File: src/rtl/config_loader.sv
// config_loader: assembles word-stream rows, strobes them into the fabric, then enables flops and signals ready.
module config_loader #(
    parameter int ROW_WIDTH     = 224,
    parameter int NUM_ROWS      = 43,
    parameter int WORD_WIDTH    = 32,
    parameter int SETTLE_CYCLES = 10,
    parameter int RDY_DELAY     = 10
) (
    input  logic                  clock,
    input  logic                  rst,
    input  logic                  start,
    input  logic                  in_valid,
    output logic                  in_ready,
    input  logic [WORD_WIDTH-1:0] in_data,
    output logic [ROW_WIDTH-1:0]  configs_in,
    output logic [NUM_ROWS-1:0]   configs_en,
    output logic                  ff_en,
    output logic                  rdy,
    output logic                  busy
);
    localparam int WPR = ROW_WIDTH / WORD_WIDTH;
    localparam int WW  = $clog2(WPR + 1);
    localparam int RW  = $clog2(NUM_ROWS + 1);
    localparam int CMAX = SETTLE_CYCLES > RDY_DELAY ? SETTLE_CYCLES : RDY_DELAY;
    localparam int CW  = $clog2(CMAX + 1);

    typedef enum logic [2:0] {IDLE, LOAD, COMMIT, STROBE, SETTLE, FFEN, DONE} state_t;

    state_t               state, state_n;
    logic [RW-1:0]        row;
    logic [WW-1:0]        word;
    logic [CW-1:0]        cnt;
    logic [ROW_WIDTH-1:0] asm_q, asm_n;
    logic                 take, last_word, last_row, cnt_done, go;

    always_comb begin
        in_ready   = state == LOAD;
        busy       = !(state == IDLE || state == DONE);
        ff_en      = state == FFEN || state == DONE;
        rdy        = state == DONE;
        configs_en = state == STROBE ? NUM_ROWS'(1) << row : '0;
        take       = in_ready && in_valid;
        last_word  = word == WW'(WPR - 1);
        last_row   = row == RW'(NUM_ROWS - 1);
        cnt_done   = cnt == CW'(state == SETTLE ? SETTLE_CYCLES - 1 : RDY_DELAY - 1);
        go         = start && (state == IDLE || state == DONE);
        asm_n      = asm_q;
        asm_n[word*WORD_WIDTH +: WORD_WIDTH] = in_data;
        state_n    = state;
        case (state)
            IDLE, DONE: state_n = go ? LOAD : state;
            LOAD:       state_n = take && last_word ? COMMIT : LOAD;
            COMMIT:     state_n = STROBE;
            STROBE:     state_n = last_row ? SETTLE : LOAD;
            SETTLE:     state_n = cnt_done ? FFEN : SETTLE;
            FFEN:       state_n = cnt_done ? DONE : FFEN;
            default:    state_n = IDLE;
        endcase
    end

    always_ff @(posedge clock) begin
        if (rst) state <= IDLE;
        else     state <= state_n;
    end

    // Restart clears the datapath on the same edge the FSM re-enters LOAD
    always_ff @(posedge clock) begin
        if (rst || go) begin
            row        <= '0;
            word       <= '0;
            cnt        <= '0;
            asm_q      <= '0;
            configs_in <= '0;
        end else begin
            if (take) begin
                asm_q <= asm_n;
                word  <= last_word ? '0 : word + 1'b1;
                if (last_word) configs_in <= asm_n;
            end
            if (state == STROBE && !last_row) row <= row + 1'b1;
            cnt <= (state == SETTLE || state == FFEN) && !cnt_done ? cnt + 1'b1 : '0;
        end
    end
endmodule

File: config.mk
export PLATFORM = sky130hd
export DESIGN_NAME = config_loader
export DESIGN_NICKNAME = d
export VERILOG_FILES = /design/src/rtl/config_loader.sv
export SDC_FILE = /design/constraint.sdc
export NUM_CORES = 1
export LEC_CHECK = 0
export ABC_AREA = 1
export BUFFER_PORTS_ARGS = -buffer_cell sky130_fd_sc_hd__buf_2
export CAP_MARGIN = 15
export CORE_MARGIN = 2
export CORE_UTILIZATION = 55
export DETAILED_ROUTE_END_ITERATION = 16
export GPL_TIMING_DRIVEN = 0
export PLACE_DENSITY = 0.77
export SLEW_MARGIN = 0
export SYNTH_ARGS = -nofsm -noshare
export SYNTH_HDL_FRONTEND = slang
export SYNTH_SLANG_ARGS = --single-unit
File: constraint.sdc
create_clock -name clock -period 2.33 [get_ports clock]
set_clock_uncertainty 0.1 [all_clocks]
set_input_delay 0.233 -clock clock [delete_from_list [all_inputs] [get_ports clock]]
set_output_delay 0.233 -clock clock [all_outputs]
set_load 0.02 [all_outputs]
==> metrics.txt <==
Layout Cells excl Fill 4751; area grow syn2layout 20.6%; Post-Synth XOR/XNOR Area 0.000760; clock latency on the worst-skew pair 590 ps; crit share post-route 0.981; RD Place Congestion 0.995; CTS clk-pin slew, worst paths 60 ps; area of the multi-input gates 0.0113 mm²; Total GRT Usage 0.339; die width 209 µm; DRT antenna net count 0; Period minus WS final 2290 ps; Root Buffer Master clkbuf_16; adder-cell share of the synthesized area 0.00814; number of DRC markers in iteration 0 2608; Avg Inst Size Synth 6.06 µm²; Post-synth top cells nand2_1 (1131), nor2_1 (958), dfxtp_1 (464); CP dominant cell by count buf_4; Setup violations, final 0; Yosys warning total 0; I/O pin total 307; GR Overflow Total 0; Post-Route WL 76000 µm; Detailed Place HPWL 54700 µm; die height 209 µm; crit end category register; Leakage Power 14.8 nW; distinct cell type count after synthesis 30; Fill cells 3927; Initial Util 0.553; top-area cell type share of the netlist area 0.403; register area share after synthesis 0.403; worst path bufs/invs 5; largest net degree at the start of global routing 29; Crit Path Category register to register; Final #Nets 4217; vias in the first global route 21521; area occupied by registers 0.00930 mm²; synth top area cells dfxtp_1 (40%), nand2_1 (18%), nor2_1 (16%), inv_1 (7.3%), nand3_1 (5.0%); initial antenna violation count 5; Power Dens Cells 670 mW/mm²; VDD IR-drop max 0.510 mV; synthesized area 0.0231 mm²; Top FF cell, synth dfxtp_1; total core area 0.0417 mm²; Vias/cell 5.06; port bufs 306; CP required 2710 ps; Seq cells post-synth 464; Worst-Margin Slew 680 ps; critical-path cell list inv_2 -> ha_2 -> nand2_2 -> inv_1 -> nand2_1 -> buf_4 -> buf_8 -> buf_4 -> nor2_2 -> nor2_1; status finished, final reports clean; Die ar. 0.0436 mm²; Post-Route Utilization 0.667; Final Cell Area 0.0278 mm²; syn_nets 3853; crit-path max cell delay 380 ps; H-tree depth 2; Longest Clk Path Bufs 3; Final Hold Fails 0; Simple-Gate Fraction of Synth Area 0.409; DR vias 24027; slew margin rel. 0.547; post-synthesis compound-gate area fraction 0.0535; Slew Viols, Final 0; area leader, netlist dfxtp_1; Post-Place Cell Area 0.0253 mm²; placed cells 4647; FMAX 437 MHz; CTS tree built; DRC 0; count leader, synth nand2_1; Synth async-reset ratio 0; family with the most delay on the worst path buffers and inverters; total CTS buffers 49; Max-Cap Viols 0; Synth Instances 3802; post-synthesis mux area share 0; Hold Crit Class input pin to register; RSZ-0062 raised after global routing true; drt wl/cell 16.0 µm; WP data arrival 2660 ps; clk sink count 464; fraction of layout instances using a drive strength above 1 0.167; EDFF count, synth 0; largest family of logic cells by synthesized area simple AND/OR/NAND/NOR gates; drt pass-1 iters 6; CP max FO 10; Max stage delay cell, worst path dfxtp_4; FP Rows 75; Startpoint Class register; first-pass GRT wire length 116000 µm
[final timing paths]
check,cells after the start,start,slack [ps],endpoint
setup / recovery,10,word[0]$_SDFFE_PP0P_,40,configs_in[221]$_SDFFE_PP0P_
hold / removal,5,in_data[28],40,configs_in[156]$_SDFFE_PP0P_
setup reg to reg,10,word[0]$_SDFFE_PP0P_,40,configs_in[221]$_SDFFE_PP0P_
hold reg to reg,1,cnt[0]$_SDFF_PP0_,370,cnt[0]$_SDFF_PP0_
[what timing repair did]
| item | 4_1_cts | 5_1_grt |
|---|---|---|
| pin swaps | 2 | 3 |
| gates cloned | 0 | 1 |
| buffers inserted | 2 | 3 |
| endpoints found under the hold margin | 4 | 0 |
| resized for setup | 128 | 205 |
| setup endpoints to repair | 425 | 441 |
| hold buffers | 3 | 0 |
[through the flow]
step	power [mW]	setup TNS (ps)	setup slack (ps)	hold WS [ps]
floorplan	9.35	0	182	306
global placement	9.80	-126520	-738	353
finish	18.6	0	43.6	39.0
detailed placement	9.83	-127000	-735	361
CTS	18.6	-61.4	-17.3	5.37
global route	19.2	-238	-40.9	40.5
[flip-flops by register name (all words and copies together), names as in the netlist]
name        flops
row             6
asm_q         224
cnt             4
word            3
configs_in    224
state           3
[cells by family after synthesis]
kind of cell             count (synthesis)
AND/OR/NAND/NOR                       2389
buffers and inverters                  688
flip-flops                             464
AO/OA/AOI/OAI                          244
adder cells (fa/ha/maj)                 15
XOR/XNOR                                 2
[layer usage]
metal / vias up / routed length (µm) / track usage
li1: 12175 / - / -
met5: - / 0 / 0
met4: 0 / 4720 / 0.202
met3: 237 / 6680 / 0.0715
met1: 10646 / 31000 / 0.426
met2: 969 / 33600 / 0.537
[worst register-to-register path, stage by stage (launching register included)]
cell and delay, ps:
dfxtp_4 380, inv_2 140, ha_2 270, nand2_2 160
inv_1 90, nand2_1 90, buf_4 220, buf_8 210
buf_4 230, nor2_2 250, nor2_1 60
[power breakdown]
group | switching (mW) | internal, mW
clock network | 3.39 | 5.43
logic | 1.12 | 0.497
registers | 0.0849 | 8.09
total | 4.60 | 14.0
[layout by cell type (no fill, tap or decap), drive strengths merged]
master | Yosys | final
a21oi | 43 | 43
and2 | 2 | 2
buf | 156 | 474
bufinv | 0 | 8
clkbuf | 76 | 138
clkinv | 4 | 15
clkinvlp | 0 | 1
dfxtp | 464 | 464
diode | 0 | 6
dlygate4sd3 | 0 | 3
ha | 15 | 15
inv | 452 | 453
nand2 | 1135 | 1135
nand3 | 234 | 234
nand3b | 1 | 1
nand4 | 34 | 34
nor2 | 961 | 961
nor3 | 21 | 21
o21ai | 201 | 201
or2 | 1 | 1
xnor2 | 1 | 1
xor2 | 1 | 1
[layout make-up]
class,instances,share of cell area
multi-input combinational,2650,0.406
sequential,464,0.334
inverter,456,0.0617
timing repair buffer,315,0.0578
clock buffer,70,0.0549
buffer,230,0.0489
tap,539,0.0243
clock inverter,21,0.0115
antenna,6,0.000540
Power figures use the tool's default switching activity.
